<file path="src/rtl/lcd_fifo_drain_ctrl.sv">
// Read-side sequencer: pops SOF-tagged RGB565 words from the pixel FIFO and drives 8080 LCD writes.
// Optional macro LCD_SOF_ERR_CNT_EN adds SOF_ERR_CNT, a saturating count of mid-frame SOF aborts.
module lcd_fifo_drain_ctrl #(
  parameter int unsigned H_PIX       = 320,
  parameter int unsigned V_LINES     = 240,
  parameter int unsigned WR_LOW_CYC  = 2,
  parameter int unsigned WR_HIGH_CYC = 2,
  parameter logic [7:0]  CMD_MEMWR   = 8'h2C,
  parameter int unsigned RD_LAT      = 1
) (
  input  logic        CLK,
  input  logic        RESET,
  input  logic        ENABLE,
  input  logic        FIFO_EMPTY,
  input  logic [17:0] FIFO_Q,
  output logic        FIFO_RE,
  output logic        LCD_CS_N,
  output logic        LCD_DC,
  output logic        LCD_WR_N,
  output logic [15:0] LCD_D,
  output logic        FRAME_DONE,
  output logic        BUSY
`ifdef LCD_SOF_ERR_CNT_EN
  ,
  output logic [7:0]  SOF_ERR_CNT
`endif
);

  localparam int unsigned PW     = (H_PIX > 1) ? $clog2(H_PIX) : 1;
  localparam int unsigned LW     = (V_LINES > 1) ? $clog2(V_LINES) : 1;
  localparam int unsigned WR_MAX = (WR_LOW_CYC > WR_HIGH_CYC) ? WR_LOW_CYC : WR_HIGH_CYC;
  localparam int unsigned CW     = (WR_MAX > 1) ? $clog2(WR_MAX) : 1;
  localparam int unsigned LATW   = 2;

  typedef enum logic [3:0] {
    IDLE, HUNT, CMD, WR_L, WR_H, FETCH, WAITQ, PIX, FDONE
  } state_t;

  state_t          state;
  logic [PW-1:0]   pix_cnt;
  logic [LW-1:0]   line_cnt;
  logic [CW-1:0]   cyc_cnt;
  logic [LATW-1:0] lat_cnt;
  logic [15:0]     held;
  logic            hunting;

  // Bit 16 of the FIFO word carries nothing for the LCD.
  logic unused_q16;
  assign unused_q16 = FIFO_Q[16];

  always_ff @(posedge CLK or posedge RESET) begin
    if (RESET) begin
      state      <= IDLE;
      FIFO_RE    <= 1'b0;
      LCD_CS_N   <= 1'b1;
      LCD_DC     <= 1'b1;
      LCD_WR_N   <= 1'b1;
      LCD_D      <= '0;
      FRAME_DONE <= 1'b0;
      BUSY       <= 1'b0;
      pix_cnt    <= '0;
      line_cnt   <= '0;
      cyc_cnt    <= '0;
      lat_cnt    <= '0;
      held       <= '0;
      hunting    <= 1'b1;
`ifdef LCD_SOF_ERR_CNT_EN
      SOF_ERR_CNT <= '0;
`endif
    end else begin
      FIFO_RE    <= 1'b0;
      FRAME_DONE <= 1'b0;
      unique case (state)
        IDLE: begin
          pix_cnt  <= '0;
          line_cnt <= '0;
          if (ENABLE) begin
            state   <= HUNT;
            BUSY    <= 1'b1;
            hunting <= 1'b1;
          end
        end
        // Both issue one read at a time; HUNT discards until SOF, FETCH feeds the frame.
        HUNT, FETCH: begin
          if (!ENABLE) begin
            state    <= IDLE;
            LCD_CS_N <= 1'b1;
            LCD_DC   <= 1'b1;
            BUSY     <= 1'b0;
          end else if (!FIFO_EMPTY) begin
            FIFO_RE <= 1'b1;
            lat_cnt <= '0;
            state   <= WAITQ;
          end
        end
        WAITQ: begin
          if (lat_cnt != LATW'(RD_LAT)) begin
            lat_cnt <= lat_cnt + LATW'(1);
          end else if (!ENABLE) begin
            state    <= IDLE;
            LCD_CS_N <= 1'b1;
            LCD_DC   <= 1'b1;
            BUSY     <= 1'b0;
          end else if (FIFO_Q[17]) begin
            // SOF starts a frame from HUNT, or aborts and restarts one mid-frame.
`ifdef LCD_SOF_ERR_CNT_EN
            if (!hunting && SOF_ERR_CNT != 8'hFF) SOF_ERR_CNT <= SOF_ERR_CNT + 8'd1;
`endif
            held     <= FIFO_Q[15:0];
            hunting  <= 1'b0;
            pix_cnt  <= '0;
            line_cnt <= '0;
            state    <= CMD;
            LCD_CS_N <= 1'b0;
            LCD_DC   <= 1'b0;
            LCD_D    <= 16'(CMD_MEMWR);
          end else if (hunting) begin
            state <= HUNT;
          end else begin
            state  <= PIX;
            LCD_DC <= 1'b1;
            LCD_D  <= FIFO_Q[15:0];
          end
        end
        CMD, PIX: begin
          state    <= WR_L;
          LCD_WR_N <= 1'b0;
          cyc_cnt  <= '0;
        end
        WR_L: begin
          if (cyc_cnt == CW'(WR_LOW_CYC - 1)) begin
            state    <= WR_H;
            LCD_WR_N <= 1'b1;
            cyc_cnt  <= '0;
          end else begin
            cyc_cnt <= cyc_cnt + CW'(1);
          end
        end
        WR_H: begin
          if (cyc_cnt != CW'(WR_HIGH_CYC - 1)) begin
            cyc_cnt <= cyc_cnt + CW'(1);
          end else if (!LCD_DC) begin
            // Command finished: the held SOF pixel goes out next.
            if (!ENABLE) begin
              state    <= IDLE;
              LCD_CS_N <= 1'b1;
              LCD_DC   <= 1'b1;
              BUSY     <= 1'b0;
            end else begin
              state  <= PIX;
              LCD_DC <= 1'b1;
              LCD_D  <= held;
            end
          end else if (pix_cnt == PW'(H_PIX - 1) && line_cnt == LW'(V_LINES - 1)) begin
            state      <= FDONE;
            FRAME_DONE <= 1'b1;
            LCD_CS_N   <= 1'b1;
            pix_cnt    <= '0;
            line_cnt   <= '0;
          end else begin
            if (pix_cnt == PW'(H_PIX - 1)) begin
              pix_cnt  <= '0;
              line_cnt <= line_cnt + LW'(1);
            end else begin
              pix_cnt <= pix_cnt + PW'(1);
            end
            if (!ENABLE) begin
              state    <= IDLE;
              LCD_CS_N <= 1'b1;
              BUSY     <= 1'b0;
            end else begin
              state <= FETCH;
            end
          end
        end
        FDONE: begin
          if (ENABLE) begin
            state   <= HUNT;
            hunting <= 1'b1;
          end else begin
            state <= IDLE;
            BUSY  <= 1'b0;
          end
        end
        default: begin
          state    <= IDLE;
          LCD_CS_N <= 1'b1;
          BUSY     <= 1'b0;
        end
      endcase
    end
  end

endmodule

</file>
<file path="config.mk">
export PLATFORM = sky130hd
export DESIGN_NAME = lcd_fifo_drain_ctrl
export DESIGN_NICKNAME = d
export VERILOG_FILES = /design/src/rtl/lcd_fifo_drain_ctrl.sv
export SDC_FILE = /design/constraint.sdc
export NUM_CORES = 1
export LEC_CHECK = 0
export CAP_MARGIN = 20
export CORE_MARGIN = 3
export CORE_UTILIZATION = 56
export CTS_CLUSTER_DIAMETER = 200
export CTS_CLUSTER_SIZE = 30
export DETAILED_ROUTE_END_ITERATION = 8
export PLACE_DENSITY = 0.8
export SYNTH_ARGS = -nofsm -noshare
export SYNTH_HDL_FRONTEND = slang
export SYNTH_SLANG_ARGS = --single-unit
export TNS_END_PERCENT = 20
</file>
<file path="constraint.sdc">
create_clock -name CLK -period 3.3 [get_ports CLK]
set_input_delay 0.66 -clock CLK [delete_from_list [all_inputs] [get_ports CLK]]
set_output_delay 0.66 -clock CLK [all_outputs]
set_load 0.1 [all_outputs]
</file>
==> metrics.md, run 1 <==
| Metric | Value |
|---|---|
| Outcome | `finished clean` |
| Crit path buffers/inverters | `1` |
| CP delay by family, top | `compound AO/OA/AOI/OAI gates` |
| Yosys top cell area share | `40.6%` |
| Routed length per placed instance | `17.5 um` |
| Synth Area in XOR/XNOR | `0%` |
| Tmin final | `2.35 ns` |
| Post-synth top area cell | `dfrtp_1` |
| Final Cycle Share | `71.1%` |
| Hold Path Class | `register to register` |
| Leading cell type in the layout, fill and taps excluded | `dfrtp_1` |
| Ys async rst share | `100%` |
| DRC violations left | `0` |
| Fraction of the mapped netlist area in compound gates | `15.7%` |
| Post-Route WL | `8520 um` |
| Overflow after GRT | `0` |
| Die height | `86.5 um` |
| Post-CTS setup buffer count | `0` |
| Share of cells above drive strength 1 | `23.8%` |
| Die footprint | `7490 um2` |
| Crit path DAT | `2.57 ns` |
| RSZ-0062 raised after global routing | `false` |
| Max cap viols | `0` |
| TritonCTS clock tree | `yes` |
| Setup TNS Final | `0 ns` |
| Gpl congestion | `0.913` |
| Via count | `3043` |
| Post-Synth Adder-Cell Area | `1.03%` |
| Layout Nets | `431` |
| Antenna violations before repair | `0` |
| CTS sink cnt | `63` |
| Largest family of logic cells by synthesized area | `simple AND/OR/NAND/NOR gates` |
| Least-Margin Pin Slew | `0.791 ns` |
| Dpl cell area | `4070 um2` |
| P_leak | `1.94 nW` |
| Sequential area share after synthesis | `43.5%` |
| Most frequent cells in the layout | `59 x dfrtp_1, 49 x nand2_1, 34 x buf_4` |
| Worst vdd ir | `0.579 mV` |
| Clock slew seen by the registers of the worst setup and hold paths | `0.07 ns` |
| Setup crit end kind | `register` |
| Initial core utilization | `59.6%` |
| Final ANT Viol Nets | `0` |
| Drt pass-1 iters | `4` |
| Critical path type | `register to register` |
| Yosys cell types | `58` |
| Number of global-route vias before repair | `3005` |
| Clock skew | `0.0153 ns` |
| Syn avg cell area | `9.90 um2` |
| Worst-path fanout max | `16` |
| Fillers | `474` |
| Critical path required time | `3.53 ns` |
| Number of enable flip-flop cells after synthesis | `0` |
| Final Hold Vio Count | `0` |
| Cts repair resizes | `0` |
| Clk Latency, worst-skew pair | `0.35 ns` |
| Port Buffers | `42` |
| H-tree depth | `3` |
| Ant. Diodes | `0` |
| Element type at the critical path start | `register` |
| Post-synthesis simple-gate area fraction | `22.5%` |
| Total power draw | `3.59 mW` |
| CTS buffer count | `9` |
| Cell Pwr Density | `844 nW/um2` |
| Cell count after synthesis | `367` |
| Pins Over Slew Limit | `0` |
| Synth-to-layout area growth | `16.9%` |
| First-pass GRT wire length | `14400 um` |
| Row Count | `28` |
| Syn Nets | `392` |
| Design area | `4250 um2` |
| Ranking of synthesized cells by area | `dfrtp_1 41%, mux2_2 8.1%, nand2_1 5.1%` |
| All-layer global routing usage | `24.2%` |
| Clock Path Buffers | `2` |
| Syn Std Cell Area | `3630 um2` |
| DR iter-0 viols | `183` |
| Fmax | `426 MHz` |
| Yosys reg bits | `63` |
| Mux share of post-synthesis cell area | `12.5%` |
| # hold bufs at CTS | `0` |
| Slew HR | `47.3%` |
| Die Width | `86.5 um` |
| Core Footprint | `6100 um2` |
| Pin count of the biggest net entering global routing | `64` |
| HPWL Detailed | `5640 um` |
| Cell Chain, Critical Path | `or4b_1 -> buf_4 -> o211ai_4 -> mux2_2` |
| Root Driver | `clkbuf_8` |
| Num ports | `44` |
| DR vias/cell | `6.26` |
| Slowest cell on the critical path | `o211ai_4` |
| Synth Flop Type | `dfrtp_1` |
| Setup violators final | `0` |
| Max incr delay on CP | `0.60 ns` |
| Ys Warns | `0` |
-- cell usage after synthesis (all sizes together), types with 4 or more instances --
cell type,count
a22o,5
dfstp,4
o41ai,5
clkbuf,17
a21oi,5
mux2,36
nand2b,6
nand3,13
and3,6
a211oi,6
o31ai,7
nor2,11
nor2b,6
buf,9
or3,8
dfrtp,59
o21ai,20
and4b,4
nand4,8
nand2,49
nand3b,15
inv,14
o22ai,8
-- state kept, by name, summed over array words and instances, names as in the netlist, 2 cells and up --
signal / cells
lat_cnt: 2
pix_cnt: 9
state: 4
held: 16
line_cnt: 8
LCD_D: 16
-- cells by family after synthesis --
family                   after synthesis
multiplexers                          37
flip-flops                            63
AND/OR/NAND/NOR                      147
buffers and inverters                 40
adder cells (fa/ha/maj)                3
AO/OA/AOI/OAI                         77
-- metal layers --
metal  wire length [um]  part of all wire (%)  GRT usage (%)  vias up
met5                  0                     0              0        -
li1                   -                     -              -     1433
met1               3740                    44           30.6     1495
met3                573                   6.7           6.75       15
met2               4080                    48           40.5      100
met4                134                   1.6           7.65        0
-- report_power, final --
| group | switching, mW | internal (mW) | total (mW) |
|---|---|---|---|
| Sequential | 0.127 | 0.954 | 1.08 |
| Clock | 0.317 | 0.292 | 0.609 |
| Combinational | 1.34 | 0.561 | 1.90 |
| Total | 1.78 | 1.81 | 3.59 |
-- worst register-to-register path, stage by stage (launching register included) --
cell,delay (ns)
dfrtp_1,0.44
or4b_1,0.54
buf_4,0.23
o211ai_4,0.61
mux2_2,0.41
-- metrics by stage --
| stage | setup WS (ns) | cells | util, % | hold WS (ns) |
|---|---|---|---|---|
| 3_3_place_gp | 0.742 | 470 | 66.8 | 0.471 |
| 4_1_cts | 0.945 | 486 | 69.7 | 0.510 |
| 2_1_floorplan | 1.08 | 367 | - | 0.465 |
| 6_report | 0.953 | 486 | 69.7 | 0.507 |
| 3_5_place_dp | 0.712 | 470 | 66.8 | 0.495 |
| 5_1_grt | 0.850 | 486 | 69.7 | 0.520 |
-- cell type report --
| class | instances | area, um2 | share of cell area, % |
|---|---|---|---|
| timing repair buffer | 54 | 455 | 10.7 |
| sequential | 63 | 1580 | 37.2 |
| clock inverter | 5 | 33.8 | 0.795 |
| inverter | 14 | 52.6 | 1.24 |
| multi-input combinational | 264 | 1890 | 44.5 |
| tap | 75 | 93.8 | 2.21 |
| clock buffer | 11 | 141 | 3.33 |
-- worst paths after layout --
kind | start | end | slack [ns] | cells after the start
max in group asynchronous | RESET | FRAME_DONE | 1.91 | 3
worst max-delay path | state[2] | LCD_D[5] | 0.95 | 4
worst max register to register | state[2] | LCD_D[5] | 0.95 | 4
worst min register to register | lat_cnt[1] | lat_cnt[1] | 0.51 | 2
worst min-delay path | lat_cnt[1] | lat_cnt[1] | 0.51 | 2
min in group asynchronous | RESET | held[2] | 0.86 | 3
(Power assumes the default switching activity.)
==> run 2, diff against run 1 <==
==> constraint.sdc (replaced) <==
create_clock -name CLK -period 2.4 [get_ports CLK]
set_input_delay 0.48 -clock CLK [delete_from_list [all_inputs] [get_ports CLK]]
set_output_delay 0.48 -clock CLK [all_outputs]
set_load 0.1 [all_outputs]
==> run 2 against run 1 <==
Clock skew is 0.0061 ns lower. Hold slack worse by 0.019 ns. Via count increased by 1.2%. Design area up 3.6%. Critical path type unchanged. Highest routed layer unchanged.
==> metrics.md, run 2 (synthesis results as in run 1) <==
| Metric | Value |
|---|---|
| CP Launch Point | `lat_cnt[0]` |
| RSZ-0062 raised after global routing | `false` |
| Overflow after GRT | `0` |
| Die Width | `86.5 um` |
| Pins Over Slew Limit | `0` |
| Setup crit end kind | `register` |
| HPWL Detailed | `5630 um` |
| Row Count | `28` |
| Share of cells above drive strength 1 | `25.5%` |
| Total power draw | `5.23 mW` |
| Dpl cells | `478` |
| Gpl congestion | `0.939` |
| Initial core utilization | `59.6%` |
| Crit path DAT | `2.36 ns` |
| Setup TNS Final | `0 ns` |
| Critical path type | `register to register` |
| Max cap viols | `0` |
| Root Driver | `clkbuf_8` |
| Leading cell type in the layout, fill and taps excluded | `dfrtp_1` |
| H-tree depth | `3` |
| Slowest cell on the critical path | `dfrtp_1` |
| Worst-path fanout max | `16` |
| Dpl cell area | `4170 um2` |
| Clock skew | `0.00921 ns` |
| Core Footprint | `6100 um2` |
| Worst Hold Launch | `LCD_WR_N` |
| Pin count of the biggest net entering global routing | `64` |
| Util after Layout | `72.2%` |
| P_leak | `2.02 nW` |
| Port Buffers | `42` |
| Via count | `3078` |
| Cell Chain, Critical Path | `ha_1 -> mux2_2 -> o22ai_1 -> buf_4 -> o41ai_1 -> a22o_1` |
| DR vias/cell | `6.23` |
| Tmin final | `2.13 ns` |
| Worst vdd ir | `0.851 mV` |
| NetSw | `2.48 mW` |
| First-pass GRT wire length | `14500 um` |
| Clock Path Buffers | `2` |
| Fin Hold WS | `0.488 ns` |
| # hold bufs at CTS | `0` |
| Ant. Diodes | `0` |
| Clock group share of total power | `20.5%` |
| Post-Route WL | `8510 um` |
| Slew HR | `70.7%` |
| Pre-CTS setup slack | `0.108 ns` |
| Drt pass-1 iters | `7` |
| Outcome | `finished clean` |
| Clock slew seen by the registers of the worst setup and hold paths | `0.08 ns` |
| Design area | `4400 um2` |
| Number of global-route vias before repair | `3064` |
| Final WS setup | `0.274 ns` |
| Final Hold Vio Count | `0` |
| CP delay by family, top | `compound AO/OA/AOI/OAI gates` |
| Post-CTS setup buffer count | `0` |
| Final Cycle Share | `88.6%` |
| All-layer global routing usage | `24.6%` |
| Die height | `86.5 um` |
| Hold Path Class | `register to register` |
| Fillers | `455` |
| Fmax | `470 MHz` |
| Synth-to-layout area growth | `21.2%` |
| Final ANT Viol Nets | `0` |
| Setup violators final | `0` |
| CTS buffer count | `9` |
| Clk Latency, worst-skew pair | `0.35 ns` |
| Num ports | `44` |
| DRC violations left | `0` |
| Critical R2R Launch | `lat_cnt[0]` |
| Int Pwr | `2.75 mW` |
| Reg power frac | `28.0%` |
| Most frequent cells in the layout | `59 x dfrtp_1, 49 x nand2_1, 39 x buf_4` |
| Element type at the critical path start | `register` |
| Layout Cells excl Fill | `494` |
| Crit path buffers/inverters | `1` |
| Layout Nets | `439` |
| Antenna violations before repair | `0` |
| Max incr delay on CP | `0.40 ns` |
| DR iter-0 viols | `270` |
| TritonCTS clock tree | `yes` |
| Routed length per placed instance | `17.2 um` |
| Critical path required time | `2.64 ns` |
| Switching share of power | `47.5%` |
| Least-Margin Pin Slew | `0.439 ns` |
| Cts repair resizes | `0` |
| Top flop regs | `LCD_D x16, held x16, pix_cnt x9` |
| Cell Pwr Density | `1190 nW/um2` |
| Combinational share of power | `51.5%` |
| CTS sink cnt | `63` |
| Die footprint | `7490 um2` |
run 2: final timing paths:
| path | slack (ns) | endpoint | depth (start not counted) |
|---|---|---|---|
| min in group asynchronous | 0.53 | held[11] | 3 |
| hold reg to reg | 0.49 | LCD_WR_N | 2 |
| hold / removal | 0.49 | LCD_WR_N | 2 |
| max in group asynchronous | 1.55 | LCD_CS_N | 3 |
| setup reg to reg | 0.27 | line_cnt[3] | 6 |
| setup / recovery | 0.27 | line_cnt[3] | 6 |
run 2: worst register-to-register path, cell delays in order (launching register included):
cell	delay (ns)
dfrtp_1	0.40
ha_1	0.26
mux2_2	0.31
o22ai_1	0.38
buf_4	0.31
o41ai_1	0.11
a22o_1	0.23
run 2: metal layers:
metal	vias to the layer above	wire, um	GRT usage, %
met5	-	0	0
met4	0	155	8.07
met3	18	641	7.22
met2	132	4080	39.8
met1	1476	3640	31.8
li1	1452	-	-
run 2: power by group through the flow:
stage	clock (mW)	combinational (mW)	sequential [mW]
detailed placement	0	2.66	1.48
global route	1.15	2.84	1.50
finish	1.07	2.69	1.47
CTS	1.09	2.68	1.47
global placement	0	2.62	1.48
floorplan	0	1.07	2.44
run 2: cell type report:
cell class | instances | area [um2] | share of cell area [%]
multi-input combinational | 264 | 1890 | 42.9
clock buffer | 10 | 138 | 3.13
clock inverter | 6 | 92.6 | 2.10
timing repair buffer | 62 | 553 | 12.6
tap | 75 | 93.8 | 2.13
sequential | 63 | 1580 | 35.9
inverter | 14 | 52.6 | 1.19
==> run 3, diff against run 2 <==
--- a/config.mk
+++ b/config.mk
@@ -7,11 +7,11 @@
 export LEC_CHECK = 0
 export CAP_MARGIN = 20
 export CORE_MARGIN = 3
-export CORE_UTILIZATION = 56
+export CORE_UTILIZATION = 45
 export CTS_CLUSTER_DIAMETER = 200
 export CTS_CLUSTER_SIZE = 30
 export DETAILED_ROUTE_END_ITERATION = 8
-export PLACE_DENSITY = 0.8
+export PLACE_DENSITY = 0.67
 export SYNTH_ARGS = -nofsm -noshare
 export SYNTH_HDL_FRONTEND = slang
 export SYNTH_SLANG_ARGS = --single-unit
==> run 3 against run 2 <==
Sequential share of layout area is 0.16 points lower. First-iteration DRC count is 6.7% higher. Combinational power hardly changed. Critical path type unchanged.
==> metrics.md, run 3 (synthesis results as in run 1) <==
| Metric | Value |
|---|---|
| Layout Nets | `440` |
| Max cap viols | `0` |
| HPWL Detailed | `5940 um` |
| First-pass GRT wire length | `14400 um` |
| DR iter-0 viols | `288` |
| Design area | `4420 um2` |
| Fmax | `442 MHz` |
| Fillers | `680` |
| H-tree depth | `3` |
| Final ANT Viol Nets | `0` |
| Synth-to-layout area growth | `21.7%` |
| Clk Latency, worst-skew pair | `0.34 ns` |
| Slew HR | `49.0%` |
| Setup crit end kind | `register` |
| Final WS setup | `0.138 ns` |
| Max incr delay on CP | `0.54 ns` |
| # hold bufs at CTS | `0` |
| Port Buffers | `42` |
| Crit path buffers/inverters | `1` |
| Pre-CTS setup slack | `0.0596 ns` |
| Overflow after GRT | `0` |
| Outcome | `finished clean` |
| Pin count of the biggest net entering global routing | `22` |
| Top flop regs | `LCD_D x16, held x16, pix_cnt x9` |
| Least-Margin Pin Slew | `0.761 ns` |
| Critical path type | `register to register` |
| Share of cells above drive strength 1 | `25.7%` |
| Dpl cell area | `4200 um2` |
| Post-CTS setup buffer count | `0` |
| Clock slew seen by the registers of the worst setup and hold paths | `0.08 ns` |
| Setup violators final | `0` |
| Final Hold Vio Count | `0` |
| TritonCTS clock tree | `yes` |
| Leading cell type in the layout, fill and taps excluded | `dfrtp_1` |
| Antenna violations before repair | `0` |
| Worst vdd ir | `0.689 mV` |
| Root Driver | `clkbuf_8` |
| Die height | `95.8 um` |
| Tmin final | `2.26 ns` |
| Critical path required time | `2.62 ns` |
| Gpl congestion | `0.848` |
| Clock Path Buffers | `2` |
| DRC violations left | `0` |
| All-layer global routing usage | `20.0%` |
| RSZ-0062 raised after global routing | `false` |
| CTS buffer count | `9` |
| Via count | `3054` |
| Die Width | `95.8 um` |
| Drt pass-1 iters | `4` |
| Core Footprint | `7770 um2` |
| Routed length per placed instance | `16.4 um` |
| DR vias/cell | `5.85` |
| Clock skew | `0.00954 ns` |
| P_leak | `2.01 nW` |
| Slowest cell on the critical path | `or3b_1` |
| Num ports | `44` |
| Crit path DAT | `2.48 ns` |
| Total power draw | `5.19 mW` |
| Final Cycle Share | `94.3%` |
| Row Count | `32` |
| Pins Over Slew Limit | `0` |
| Most frequent cells in the layout | `59 x dfrtp_1, 49 x nand2_1, 41 x buf_4` |
| Initial core utilization | `46.8%` |
| CTS sink cnt | `63` |
| CP delay by family, top | `compound AO/OA/AOI/OAI gates` |
| Ant. Diodes | `0` |
| Cell Pwr Density | `1170 nW/um2` |
| Die footprint | `9190 um2` |
| Hold Path Class | `input pin to async pin` |
| Setup TNS Final | `0 ns` |
| Worst-path fanout max | `16` |
| Number of global-route vias before repair | `2937` |
| Cts repair resizes | `0` |
| Cell Chain, Critical Path | `buf_4 -> or3b_1 -> o32ai_4 -> o211ai_4 -> mux2_4` |
| Post-Route WL | `8590 um` |
| Element type at the critical path start | `register` |
[run 3: path summary, 6_finish.rpt]
path	start	endpoint	slack, ns	cells past startpoint
worst max-delay path	state[3]	LCD_D[11]	0.14	5
worst min-delay path	RESET	line_cnt[1]	0.48	2
worst max register to register	state[3]	LCD_D[11]	0.14	5
worst min register to register	lat_cnt[1]	lat_cnt[1]	0.50	2
max in group asynchronous	RESET	held[9]	1.30	3
min in group CLK	lat_cnt[1]	lat_cnt[1]	0.50	2
[run 3: metrics by stage]
step           utilization [%]  hold WS [ns]  cells
3_5_place_dp              54.1         0.490    506
5_1_grt                   56.9         0.506    522
4_1_cts                   56.9         0.494    522
6_report                  56.9         0.483    522
2_1_floorplan                -         0.465    367
3_3_place_gp              54.1         0.483    506
[run 3: power breakdown]
group | internal, mW | switching, mW
Combinational | 0.822 | 1.85
Sequential | 1.31 | 0.171
Clock | 0.586 | 0.453
[run 3: per-layer routing]
| layer | vias to the layer above | part of all wire (%) | global-route usage, % | routed length [um] |
|---|---|---|---|---|
| met5 | - | 0 | 0 | 0 |
| met4 | 0 | 0.93 | 7.94 | 80 |
| met3 | 8 | 6.3 | 4.53 | 541 |
| met2 | 96 | 47 | 31.3 | 4070 |
| met1 | 1505 | 45 | 27.0 | 3890 |
| li1 | 1445 | - | - | - |
[run 3: area by class of cell]
cell class	instances	area (um2)	area share, %
timing repair buffer	63	548	12.4
clock buffer	9	124	2.80
multi-input combinational	264	1890	42.7
tap	102	128	2.89
clock inverter	7	97.6	2.21
sequential	63	1580	35.8
inverter	14	52.6	1.19
[run 3: worst reg2reg max path: cells and delay by family, from the launching register on]
family,cells,cell delay [ns]
buf+inv,1,0.19
compound gates,2,0.64
mux,1,0.39
simple gates,1,0.54
flops,1,0.37
